[src/rtl/mem_lsu_if.sv]
// Request/acknowledge port between the MEM-stage LSU and a variable-latency data memory.
// Signal-only bundle; request fields are held stable until mem_ack.
// master = LSU (initiator), slave = memory responder.
interface mem_lsu_if;
    logic        mem_req;
    logic        mem_we;
    logic [31:0] mem_addr;
    logic [3:0]  mem_be;
    logic [31:0] mem_wdata;
    logic        mem_ack;
    logic [31:0] mem_rdata;

    modport master (
        output mem_req, mem_we, mem_addr, mem_be, mem_wdata,
        input  mem_ack, mem_rdata
    );

    modport slave (
        input  mem_req, mem_we, mem_addr, mem_be, mem_wdata,
        output mem_ack, mem_rdata
    );
endinterface

[src/rtl/mem_lsu.sv]
// MEM-stage load/store initiator: word address, byte enables, lane-replicated stores, extended loads.
// Latency: issue->done 2 edges with ack in first REQ cycle; misaligned ops finish after 1 edge.
// Backpressure: stalls the pipeline until mem_ack; MEM_LSU_TIMEOUT_EN adds a bus-error abort.
module mem_lsu #(
    parameter logic [1:0] NONE = 2'b00,
    parameter logic [1:0] WORD = 2'b01,
    parameter logic [1:0] HALF = 2'b10,
    parameter logic [1:0] BYTE = 2'b11
`ifdef MEM_LSU_TIMEOUT_EN
    ,
    parameter int unsigned TIMEOUT_CYCLES = 16
`endif
) (
    input  logic        i_clk,
    input  logic        i_rst,
    input  logic        i_ex_mem_valid,
    input  logic [1:0]  i_ex_mem_ls_bit,
    input  logic        i_ex_mem_mem_write,
    input  logic        i_ex_mem_ext_op,
    input  logic [31:0] i_ex_mem_addr,
    input  logic [31:0] i_ex_mem_wdata,
    mem_lsu_if.master   bus,
    output logic        o_lsu_stall,
    output logic        o_lsu_done,
    output logic [31:0] o_lsu_load_data,
    output logic        o_lsu_misalign,
    output logic        o_lsu_bus_err
);

    typedef enum logic [1:0] {S_IDLE, S_REQ, S_DONE} state_t;

    state_t      r_state;
    logic [31:0] r_addr;
    logic        r_we;
    logic        r_ext;
    logic [1:0]  r_size;
    logic [3:0]  r_be;
    logic [31:0] r_wdata;
    logic        r_req;
    logic        r_done;
    logic        r_misalign;
    logic [31:0] r_load_data;

`ifdef MEM_LSU_TIMEOUT_EN
    localparam int unsigned CNT_W = $clog2(TIMEOUT_CYCLES + 1);
    logic [CNT_W-1:0] r_cnt;
    logic             r_bus_err;
`endif

    logic        w_op_vld;
    logic        w_misalign;
    logic [3:0]  w_be;
    logic [31:0] w_wdata;
    logic [7:0]  w_ld_byte;
    logic [15:0] w_ld_half;
    logic [31:0] w_ld_data;

    assign w_op_vld   = i_ex_mem_valid && (i_ex_mem_ls_bit != NONE);
    assign w_misalign = ((i_ex_mem_ls_bit == HALF) && i_ex_mem_addr[0]) ||
                        ((i_ex_mem_ls_bit == WORD) && (i_ex_mem_addr[1:0] != 2'b00));

    always_comb begin
        w_be    = 4'b0000;
        w_wdata = i_ex_mem_wdata;
        case (i_ex_mem_ls_bit)
            BYTE: begin
                w_be    = 4'b0001 << i_ex_mem_addr[1:0];
                w_wdata = {4{i_ex_mem_wdata[7:0]}};
            end
            HALF: begin
                w_be    = i_ex_mem_addr[1] ? 4'b1100 : 4'b0011;
                w_wdata = {2{i_ex_mem_wdata[15:0]}};
            end
            WORD: w_be = 4'b1111;
            default: w_be = 4'b0000;
        endcase
    end

    // Lane extraction uses the latched address so late EX/MEM changes cannot corrupt it.
    always_comb begin
        w_ld_byte = bus.mem_rdata[7:0];
        case (r_addr[1:0])
            2'b01:   w_ld_byte = bus.mem_rdata[15:8];
            2'b10:   w_ld_byte = bus.mem_rdata[23:16];
            2'b11:   w_ld_byte = bus.mem_rdata[31:24];
            default: w_ld_byte = bus.mem_rdata[7:0];
        endcase
    end

    assign w_ld_half = r_addr[1] ? bus.mem_rdata[31:16] : bus.mem_rdata[15:0];

    always_comb begin
        w_ld_data = bus.mem_rdata;
        case (r_size)
            BYTE:    w_ld_data = {{24{r_ext & w_ld_byte[7]}}, w_ld_byte};
            HALF:    w_ld_data = {{16{r_ext & w_ld_half[15]}}, w_ld_half};
            default: w_ld_data = bus.mem_rdata;
        endcase
    end

    always_ff @(posedge i_clk) begin
        if (i_rst) begin
            r_state     <= S_IDLE;
            r_addr      <= 32'h0;
            r_we        <= 1'b0;
            r_ext       <= 1'b0;
            r_size      <= NONE;
            r_be        <= 4'b0000;
            r_wdata     <= 32'h0;
            r_req       <= 1'b0;
            r_done      <= 1'b0;
            r_misalign  <= 1'b0;
            r_load_data <= 32'h0;
`ifdef MEM_LSU_TIMEOUT_EN
            r_cnt       <= '0;
            r_bus_err   <= 1'b0;
`endif
        end else begin
            r_done     <= 1'b0;
            r_misalign <= 1'b0;
`ifdef MEM_LSU_TIMEOUT_EN
            r_bus_err  <= 1'b0;
`endif
            case (r_state)
                S_IDLE: begin
                    if (w_op_vld) begin
                        r_addr  <= i_ex_mem_addr;
                        r_we    <= i_ex_mem_mem_write;
                        r_ext   <= i_ex_mem_ext_op;
                        r_size  <= i_ex_mem_ls_bit;
                        r_be    <= w_be;
                        r_wdata <= w_wdata;
                        if (w_misalign) begin
                            r_state    <= S_DONE;
                            r_done     <= 1'b1;
                            r_misalign <= 1'b1;
                        end else begin
                            r_state <= S_REQ;
                            r_req   <= 1'b1;
`ifdef MEM_LSU_TIMEOUT_EN
                            r_cnt   <= '0;
`endif
                        end
                    end
                end
                S_REQ: begin
                    if (bus.mem_ack) begin
                        r_state <= S_DONE;
                        r_req   <= 1'b0;
                        r_done  <= 1'b1;
                        if (!r_we) begin
                            r_load_data <= w_ld_data;
                        end
`ifdef MEM_LSU_TIMEOUT_EN
                    end else if (r_cnt == CNT_W'(TIMEOUT_CYCLES - 1)) begin
                        r_state   <= S_DONE;
                        r_req     <= 1'b0;
                        r_done    <= 1'b1;
                        r_bus_err <= 1'b1;
                        if (!r_we) begin
                            r_load_data <= 32'h0;
                        end
                    end else begin
                        r_cnt <= r_cnt + CNT_W'(1);
`endif
                    end
                end
                S_DONE:  r_state <= S_IDLE;
                default: r_state <= S_IDLE;
            endcase
        end
    end

    // Stall drops in DONE so the pipeline advances on that edge without re-issuing.
    assign o_lsu_stall     = ((r_state == S_IDLE) && w_op_vld) || (r_state == S_REQ);
    assign o_lsu_done      = r_done;
    assign o_lsu_load_data = r_load_data;
    assign o_lsu_misalign  = r_misalign;
`ifdef MEM_LSU_TIMEOUT_EN
    assign o_lsu_bus_err   = r_bus_err;
`else
    assign o_lsu_bus_err   = 1'b0;
`endif

    assign bus.mem_req   = r_req;
    assign bus.mem_we    = r_we;
    assign bus.mem_addr  = {r_addr[31:2], 2'b00};
    assign bus.mem_be    = r_be;
    assign bus.mem_wdata = r_wdata;

endmodule

[src/flat_wrapper.sv]
// flat-port wrapper written by rule: the top's interface ports become plain ports
module mem_lsu_flat 
#(
    parameter logic [1:0] NONE = 2'b00,
    parameter logic [1:0] WORD = 2'b01,
    parameter logic [1:0] HALF = 2'b10,
    parameter logic [1:0] BYTE = 2'b11

)
  (i_clk, i_rst, i_ex_mem_valid, i_ex_mem_ls_bit, i_ex_mem_mem_write, i_ex_mem_ext_op, i_ex_mem_addr, i_ex_mem_wdata, o_lsu_stall, o_lsu_done, o_lsu_load_data, o_lsu_misalign, o_lsu_bus_err, bus_mem_req, bus_mem_we, bus_mem_addr, bus_mem_be, bus_mem_wdata, bus_mem_ack, bus_mem_rdata);
  mem_lsu_if bus_i ();
  input  logic i_clk;
  input  logic i_rst;
  input  logic i_ex_mem_valid;
  input  logic [1:0] i_ex_mem_ls_bit;
  input  logic i_ex_mem_mem_write;
  input  logic i_ex_mem_ext_op;
  input  logic [31:0] i_ex_mem_addr;
  input  logic [31:0] i_ex_mem_wdata;
  output logic o_lsu_stall;
  output logic o_lsu_done;
  output logic [31:0] o_lsu_load_data;
  output logic o_lsu_misalign;
  output logic o_lsu_bus_err;
  output wire logic [$bits(bus_i.mem_req)-1:0] bus_mem_req;
  output wire logic [$bits(bus_i.mem_we)-1:0] bus_mem_we;
  output wire logic [$bits(bus_i.mem_addr)-1:0] bus_mem_addr;
  output wire logic [$bits(bus_i.mem_be)-1:0] bus_mem_be;
  output wire logic [$bits(bus_i.mem_wdata)-1:0] bus_mem_wdata;
  input wire logic [$bits(bus_i.mem_ack)-1:0] bus_mem_ack;
  input wire logic [$bits(bus_i.mem_rdata)-1:0] bus_mem_rdata;
  assign bus_mem_req = bus_i.mem_req;
  assign bus_mem_we = bus_i.mem_we;
  assign bus_mem_addr = bus_i.mem_addr;
  assign bus_mem_be = bus_i.mem_be;
  assign bus_mem_wdata = bus_i.mem_wdata;
  assign bus_i.mem_ack = bus_mem_ack;
  assign bus_i.mem_rdata = bus_mem_rdata;
  mem_lsu #(.NONE(NONE), .WORD(WORD), .HALF(HALF), .BYTE(BYTE)) u_core (.i_clk(i_clk), .i_rst(i_rst), .i_ex_mem_valid(i_ex_mem_valid), .i_ex_mem_ls_bit(i_ex_mem_ls_bit), .i_ex_mem_mem_write(i_ex_mem_mem_write), .i_ex_mem_ext_op(i_ex_mem_ext_op), .i_ex_mem_addr(i_ex_mem_addr), .i_ex_mem_wdata(i_ex_mem_wdata), .bus(bus_i), .o_lsu_stall(o_lsu_stall), .o_lsu_done(o_lsu_done), .o_lsu_load_data(o_lsu_load_data), .o_lsu_misalign(o_lsu_misalign), .o_lsu_bus_err(o_lsu_bus_err));
endmodule
[config.mk]
export PLATFORM = sky130hd
export DESIGN_NAME = mem_lsu_flat
export DESIGN_NICKNAME = d
export VERILOG_FILES = /design/src/rtl/mem_lsu_if.sv /design/src/rtl/mem_lsu.sv /design/src/flat_wrapper.sv
export SDC_FILE = /design/constraint.sdc
export NUM_CORES = 1
export LEC_CHECK = 0
export CAP_MARGIN = 10
export CORE_MARGIN = 8
export CORE_UTILIZATION = 30
export CTS_BUF_LIST = sky130_fd_sc_hd__clkbuf_8
export DETAILED_ROUTE_END_ITERATION = 8
export GPL_ROUTABILITY_DRIVEN = 0
export PLACE_DENSITY = 0.72
export SYNTH_ARGS = -nofsm -noshare
export SYNTH_HDL_FRONTEND = slang
export SYNTH_SLANG_ARGS = --single-unit
[constraint.sdc]
create_clock -name i_clk -period 2.2 [get_ports i_clk]
set_input_delay 0.22 -clock i_clk [delete_from_list [all_inputs] [get_ports i_clk]]
set_output_delay 0.22 -clock i_clk [all_outputs]
set_load 0.1 [all_outputs]
* Word-level counts from Yosys, hierarchy flattened
Cells that the tools add are included.
Widths: inputs -> output; s select.
** Word-level totals
- Register bits :: 109
- Word-level logic and storage cells :: 61
- Output and inout port bits :: 106
- Bits of input ports :: 104
** Cells by class
- Reduce and logical (&&, ||, !) cells :: 15
- Bitwise logic cells :: 4
- Equal/unequal tests :: 12
- Shifts and indexed selects :: 1
- Mux-type cells :: 18
** Operators with widths (number)
- $pmux 32 s2 :: 2
- $pmux 8 s3 :: 1
- $mux 16 :: 1
- $eq 2x2->1 const B :: 6
- $pmux 4 s3 :: 1
- $eq 2x1->1 const B :: 3
- $mux 1 :: 6
- $mux 2 :: 3
- $reduce_bool 2->1 :: 3
- $logic_and 1x1->1 :: 4
- $mux 4 :: 1
- $ne 2x2->1 const B :: 2
- $pmux 1 s2 :: 2
- $pmux 2 s2 :: 1
- $reduce_and 2->1 :: 2
- $reduce_and 4->1 :: 1
- $shl 1x2->4 const A :: 1
- $reduce_and 3->1 :: 1
- $and 1x1->1 :: 2
- $logic_not 2->1 :: 1
- $logic_or 1x1->1 :: 2
- $ne 2x1->1 const B :: 1
- $not 1->1 :: 2
- $reduce_or 2->1 :: 1

* Depth between registers and ports, before layout
Gate-level depths: netlist (run 1).
- Depth in word-level cells :: 6
- Gate-level depth with buffers :: 7
- Gate-level depth less buffers :: 4

* Worst setup path after synthesis (run 1)
Ideal clock, no wire load.
- Path type :: register to output
- Start point :: reg u_core.r_state[0]
- End point :: out o_lsu_stall
- Arrival time :: 1953 ps
- Path slack :: 27 ps
- Buffers on the path :: 0
- Required time :: 1980 ps
- Stages on the path, launching flop included :: 3
- Cells stage by stage :: dfxtp_1 inv_1 a21oi_1
** On the way
- Longest elaborated chain between the ends :: 3
- Elaborated cells between the ends (all ways) :: 4
- Classes of those cells :: 1 x eq/ne; 3 x reduce/logical
** RTL lines
- start, declared :: RTL line mem_lsu.sv:32 : state_t r_state;
- start signal, assigned :: RTL line mem_lsu.sv:103 : r_state <= S_IDLE;
- start signal, assigned :: RTL line mem_lsu.sv:134 : r_state <= S_DONE;
- start signal, assigned :: RTL line mem_lsu.sv:138 : r_state <= S_REQ;
- $logic_not 2->1 :: RTL line mem_lsu.sv:175 : assign o_lsu_stall = ((r_state == S_IDLE) && w_op_vld) || (r_state == S_REQ);
- $logic_and 1x1->1 :: RTL line mem_lsu.sv:175
- $logic_or 1x1->1 (*) :: RTL line mem_lsu.sv:175
- end, declared :: RTL line flat_wrapper.sv:20 : output logic o_lsu_stall;
Mark *: on every way between the ends. The rest lies on a longest branch, timed or not.

* Worst setup path after layout (run 1)
- Start point :: reg u_core.r_addr[1]
- End point :: reg u_core.r_load_data[16], in the netlist u_core.o_lsu_load_data[16]
** On the way
- Longest elaborated chain between the ends :: 4
- Elaborated cells between the ends (all ways) :: 8
- Classes of those cells :: 3 x eq/ne; 3 x mux; 2 x bitwise
** RTL lines
- start, declared :: RTL line mem_lsu.sv:33 : logic [31:0] r_addr;
- start signal, assigned :: RTL line mem_lsu.sv:127 : r_addr <= i_ex_mem_addr;
- $eq 2x2->1 or $eq 2x1->1 (tied branches) :: RTL line mem_lsu.sv:82 : case (r_addr[1:0])
- $pmux 8 s3 :: RTL line mem_lsu.sv:82
- $and 1x1->1 :: RTL line mem_lsu.sv:95 : BYTE: w_ld_data = {{24{r_ext & w_ld_byte[7]}}, w_ld_byte};
- $pmux 32 s2 (*) :: RTL line mem_lsu.sv:94 : case (r_size)
- end signal, assigned :: RTL line mem_lsu.sv:152 : r_load_data <= w_ld_data;
- end, declared :: RTL line mem_lsu.sv:42 : logic [31:0] r_load_data;
Marks and branches as above.
A chain may end at the register's enable or synchronous reset.

==> flow_summary.json, run 1 <==
{
  "crit_family": "compound AO/OA/AOI/OAI gates",
  "ys_seq_elements": 109,
  "use_met2_pct": 23.9,
  "crit_path_max_incr_delay_ns": 0.55,
  "via_count": 4659,
  "cp_common_cell": "o22ai_4",
  "avgSynthCellArea_sq_um": 8.42,
  "post_drt_via_cell_ratio": 4.76,
  "end_kind": "flip-flop",
  "grt_util_met1_pct": 18.9,
  "grt_use_met3_pct": 5.93,
  "critPathRequiredTime_ns": 2.44,
  "leakagePower_nw": 2.79,
  "clkLatencyLatePin_ns": 0.38,
  "crit_path_start": "u_core.r_addr[1]$_SDFFE_PP0P_",
  "fin_area_sq_um": 6980,
  "ctsHtreeMaxLevel": 3,
  "place_inst": 961,
  "die_height_um": 146,
  "hold_viol": 0,
  "critPathLaunchType": "flip-flop",
  "clock_path_buffers": 2,
  "fin_ws_ns": 0.268,
  "synthTopCellsByCount": "nand2_1, dfxtp_1, a21oi_1, buf_4, nor2_1",
  "period_share_pct": 87.8,
  "final_cells": 978,
  "track_usage_pct": 15.3,
  "drc": 0,
  "start_util_pct": 30.6,
  "clock-root-buffer": "clkbuf_8",
  "ant_nets": 0,
  "wl_mm": 16.7,
  "dp_slack_ns": 0.215,
  "setup_viol": 0,
  "endpoint": "u_core.o_lsu_load_data[16]$_SDFFE_PP0P_",
  "grt_pass1_vias": 4654,
  "synth_edf_count": 0,
  "ys_top_cells_by_area": "dfxtp_1, nand2_1, a21oi_1",
  "path_depth": 4,
  "drt_iter0_markers": 170,
  "worst_slew_pin_slew_ns": 0.595,
  "slowest_stage": "dfxtp_1",
  "drv_cap": 0,
  "reg2reg_depth": 4,
  "placed_cell_area_sq_um": 6770,
  "yosysSeqAreaShare_pct": 43.0,
  "power.density_nw_per_um2": 776,
  "synthCells": 603,
  "outcome": "completed",
  "path_buf_inv": 0,
  "r2r-end": "u_core.o_lsu_load_data[16]$_SDFFE_PP0P_",
  "antenna_found_initial": 2,
  "slew_viol_final": 0,
  "io_pins": 210,
  "synth_top_area_cell": "dfxtp_1",
  "final_util_pct": 42.1,
  "fin_nets": 856,
  "core_sq_um": 16600,
  "rsz0062_at_grt": "no",
  "fin_crit_ns": 1.93,
  "grt_max_degree": 68,
  "yosysTopAreaCellShare_pct": 43.0,
  "drive_gt1_share_pct": 22.7,
  "arrival_ns": 2.18,
  "r2r_start": "u_core.r_addr[1]$_SDFFE_PP0P_",
  "critPathKind": "flip-flop to flip-flop",
  "portBuffers": 206,
  "synth_ff_type": "dfxtp_1",
  "ys_types": 39,
  "synthArstFlopShare_pct": 0,
  "hpwl_mm": 12.5,
  "top_usage_layer": "met2",
  "cts-resized-gates": 0,
  "critPathMaxFanout": 16,
  "yosysMostFrequentCell": "nand2_1",
  "cts_sinks": 109,
  "path_clk_slew_ns": 0.11,
  "rows": 47,
  "ys_warn_count": 0,
  "postCtsHoldBufs": 0,
  "ir_worst_vdd_mv": 0.350,
  "grt_first_pass_wirelength_mm": 26.3,
  "post_drt_wl_per_cell_um": 17.1,
  "cts_inserted_buffers": 9,
  "cts_tree": "yes",
  "firstDrtPassIters": 4,
  "syn_area_sq_um": 5080,
  "syn_to_final_growth_pct": 37.5,
  "overflow": 0,
  "dieArea_sq_um": 21300,
  "die_w_um": 146,
  "skew_ns": 0.0131,
  "crit_chain": "mux2i_2, o22ai_4, o22ai_4, a211oi_1",
  "max-slew-margin-rel_pct": 60.3,
  "tns_ns": 0,
  "cts_setup_buffers": 0,
  "clock.fmax_mhz": 518,
  "min_path_type": "input pin to flip-flop",
  "rrSetupSlack_ns": 0.27
}
how the worst min path moves through the flow:
| stage | startpoint | to | depth (start not counted) |
|---|---|---|---|
| after floorplan | bus_mem_ack | u_core.r_state[0]$_SDFFE_PP0P_ | 1 |
| after global placement | u_core.bus.mem_be[3]$_SDFFE_PP0P_ | u_core.bus.mem_be[3]$_SDFFE_PP0P_ | 2 |
| after detailed placement | u_core.bus.mem_wdata[6]$_SDFFE_PP0P_ | u_core.bus.mem_wdata[6]$_SDFFE_PP0P_ | 2 |
| after CTS | i_ex_mem_ls_bit[1] | u_core.r_size[1]$_SDFFE_PP0P_ | 3 |
| after global routing | i_ex_mem_ls_bit[1] | u_core.r_size[1]$_SDFFE_PP0P_ | 3 |
| final | i_ex_mem_ls_bit[1] | u_core.r_size[1]$_SDFFE_PP0P_ | 3 |
state kept, by name, indices dropped and copies added (netlist names):
register	flops
u_core.bus.mem_wdata	32
u_core.o_lsu_misalign	1
u_core.r_addr	32
u_core.r_state	2
u_core.bus.mem_req	1
u_core.r_size	2
u_core.r_ext	1
u_core.bus.mem_we	1
u_core.o_lsu_load_data	32
u_core.bus.mem_be	4
u_core.o_lsu_done	1
worst min-delay path: stages:
cell and delay (ns):
buf_2 0.17, nand2_1 0.11, a21oi_1 0.06
cells in the final DEF, fill, tap and decap left out, types with 4 or more instances in the layout:
cell,instances
clkbuf_8,10
buf_4,115
clkdlybuf4s50_1,101
o211ai_1,10
o21ai_0,9
o21ai_1,4
a211oi_2,17
or3_1,8
or2_2,9
a21oi_1,74
nand3_1,10
a211oi_1,22
nand2_1,138
nor2_1,42
mux2i_1,31
a311oi_1,9
dfxtp_1,109
per-layer routing:
metal | wire, um | vias up
met5 | 10 | -
met1 | 7020 | 2127
met4 | 338 | 2
met2 | 7550 | 189
met3 | 1800 | 19
li1 | - | 2322
cell families (layout without fill, tap and decap cells):
kind of cell	after synthesis	count (layout)	synth area share [%]
and+or+nand+nor	220	220	18.5
muxes	32	32	6.38
other	1	4	0.0739
AOI/OAI and AO/OA	153	153	21.3
xor gates and xnor gates	1	1	0.173
DFF	109	109	43.0
buffers and inverters	87	239	10.6
final cells by class:
class | count | area (sq um)
tap | 220 | 275
clock inverter | 6 | 70.1
antenna | 1 | 2.50
clock buffer | 10 | 138
sequential | 109 | 2180
multi-input combinational | 409 | 2360
fill | 1710 | 9600
inverter | 3 | 11.3
timing repair buffer | 220 | 1940
power breakdown:
| group | switching, mW | internal, mW | leakage, nW | total, mW |
|---|---|---|---|---|
| Sequential | 0.0900 | 2.11 | 0.892 | 2.20 |
| Clock | 0.721 | 0.567 | 0.107 | 1.29 |
| Combinational | 1.41 | 0.521 | 1.79 | 1.93 |
stage by stage:
step | hold slack [ns] | total power, mW
6_report | 0.226 | 5.42
3_5_place_dp | 0.447 | 4.19
2_1_floorplan | 0.322 | 3.69
5_1_grt | 0.225 | 5.69
3_3_place_gp | 0.440 | 4.18
4_1_cts | 0.171 | 5.50
Note: power is estimated with default switching activity, not from simulation.
==> inputs of run 2 (changes only) <==
CORE_UTILIZATION = 48   (was 30)
PLACE_DENSITY = 0.95   (was 0.72)
==> run 2 against run 1 <==
Net effect:
- sequential share of layout area up 0.59 points
- critical endpoint is now u_core.o_lsu_load_data[19]$_SDFFE_PP0P_
- global-route usage up 5.9 points
- non-clock buffer count unchanged
- combinational power about the same
- utilization up 25 points
- clock power down 5%
- sequential cell count unchanged
- cell count down 8.7%
- final area down 1.9%
- register-to-register slack better by 0.11 ns
==> flow_summary.json, run 2 (synthesized netlist as in run 1, its figures left out) <==
{
  "outcome": "completed",
  "fin_crit_ns": 1.82,
  "crit_path_max_incr_delay_ns": 0.49,
  "postCtsHoldBufs": 0,
  "slowest_stage": "o22ai_4",
  "clock.fmax_mhz": 550,
  "cts_tree": "yes",
  "tns_ns": 0,
  "min_path_type": "input pin to flip-flop",
  "drive_gt1_share_pct": 22.6,
  "crit_path_start": "u_core.r_addr[1]$_SDFFE_PP0P_",
  "post_drt_wl_per_cell_um": 17.5,
  "wl_mm": 15.6,
  "fin_area_sq_um": 6850,
  "end_kind": "flip-flop",
  "critPathLaunchType": "flip-flop",
  "skew_ns": 0.00807,
  "rows": 37,
  "slew_viol_final": 0,
  "critPathMaxFanout": 16,
  "critPathKind": "flip-flop to flip-flop",
  "clkLatencyLatePin_ns": 0.35,
  "path_depth": 4,
  "post_drt_via_cell_ratio": 5.47,
  "grt_pass1_vias": 4958,
  "cts_sinks": 109,
  "drt_iter0_markers": 454,
  "ant_nets": 0,
  "start_util_pct": 49.4,
  "path_clk_slew_ns": 0.10,
  "drv_cap": 0,
  "reg2reg_depth": 4,
  "period_share_pct": 82.7,
  "via_count": 4883,
  "portBuffers": 206,
  "cts_setup_buffers": 0,
  "path_buf_inv": 0,
  "place_inst": 877,
  "antenna_cells": 0,
  "io_pins": 210,
  "endpoint": "u_core.o_lsu_load_data[19]$_SDFFE_PP0P_",
  "rrSetupSlack_ns": 0.38,
  "worst_slew_pin_slew_ns": 0.599,
  "critPathRequiredTime_ns": 2.42,
  "cts-resized-gates": 0,
  "power.density_nw_per_um2": 780,
  "final_cells": 893,
  "arrival_ns": 2.03,
  "r2r-end": "u_core.o_lsu_load_data[19]$_SDFFE_PP0P_",
  "setup_viol": 0,
  "track_usage_pct": 21.2,
  "cp_common_cell": "o22ai_4",
  "final_common_cell": "nand2_1",
  "overflow": 0,
  "max-slew-margin-rel_pct": 60.1,
  "grt_first_pass_wirelength_mm": 25.0,
  "layout_common_cells": "nand2_1, buf_4, dfxtp_1",
  "core_sq_um": 10300,
  "hold_viol": 0,
  "r2r_start": "u_core.r_addr[1]$_SDFFE_PP0P_",
  "placed_cell_area_sq_um": 6660,
  "ir_worst_vdd_mv": 0.408,
  "finalPower_mw": 5.34,
  "leakagePower_nw": 2.78,
  "die_w_um": 119,
  "drc": 0,
  "firstDrtPassIters": 5,
  "min-delay-start": "i_ex_mem_ls_bit[1]",
  "ctsHtreeMaxLevel": 3,
  "antenna_found_initial": 1,
  "dieArea_sq_um": 14100,
  "hpwl_mm": 12.2,
  "cts_inserted_buffers": 9,
  "fin_nets": 856,
  "syn_to_final_growth_pct": 35.0,
  "crit_chain": "mux2i_2, o22ai_4, o22ai_4, a211oi_1",
  "die_height_um": 119,
  "crit_family": "compound AO/OA/AOI/OAI gates",
  "grt_max_degree": 63,
  "clock-root-buffer": "clkbuf_8",
  "final_util_pct": 66.7,
  "clock_path_buffers": 2,
  "rsz0062_at_grt": "no"
}
-- run 2: changes by cell type in the layout (fill, tap and decap cells not counted) --
cell,previous run,this run
diode_2,1,0
clkinv_4,3,2
buf_4,115,116
buf_12,3,2
clkbuf_8,10,9
inv_1,3,4
inv_6,1,2
-- run 2: cell type report --
type	count	area [sq um]
clock buffer	9	124
tap	136	170
sequential	109	2180
timing repair buffer	220	1930
multi-input combinational	409	2360
fill	841	3420
clock inverter	7	73.8
inverter	3	11.3
-- run 2: routing by layer --
layer / GRT usage [%] / wire [um] / vias to the layer above
met4: 9.96 / 546 / 2
met2: 35.5 / 7430 / 262
li1: - / - / 2325
met3: 8.93 / 1770 / 47
met1: 23.0 / 5860 / 2247
met5: 0 / 13 / -
-- run 2: worst min path at each step --
stage / end / slack [ns] / depth (start not counted)
after floorplan: u_core.r_state[0]$_SDFFE_PP0P_ / 0.32 / 1
after global placement: u_core.r_addr[26]$_SDFFE_PP0P_ / 0.44 / 2
after detailed placement: u_core.bus.mem_wdata[28]$_SDFFE_PP0P_ / 0.45 / 2
after CTS: u_core.r_size[1]$_SDFFE_PP0P_ / 0.27 / 3
after global routing: u_core.r_size[1]$_SDFFE_PP0P_ / 0.29 / 3
final: u_core.r_size[1]$_SDFFE_PP0P_ / 0.29 / 3
-- run 2: stage by stage --
step           setup WS [ns]  hold slack (ns)
6_report               0.381            0.289
5_1_grt                0.283            0.292
4_1_cts                0.382            0.270
3_5_place_dp           0.216            0.448
3_3_place_gp           0.296            0.443
2_1_floorplan         0.0268            0.322
-- run 2: worst min-delay path, stage by stage --
cell and delay [ns]:
buf_2 0.21, nand2_1 0.11, a21oi_1 0.06
-- run 2: where the power goes --
group	total, mW	internal, mW	switching, mW
clock network	1.22	0.534	0.683
registers	2.20	2.11	0.0925
logic	1.92	0.518	1.41
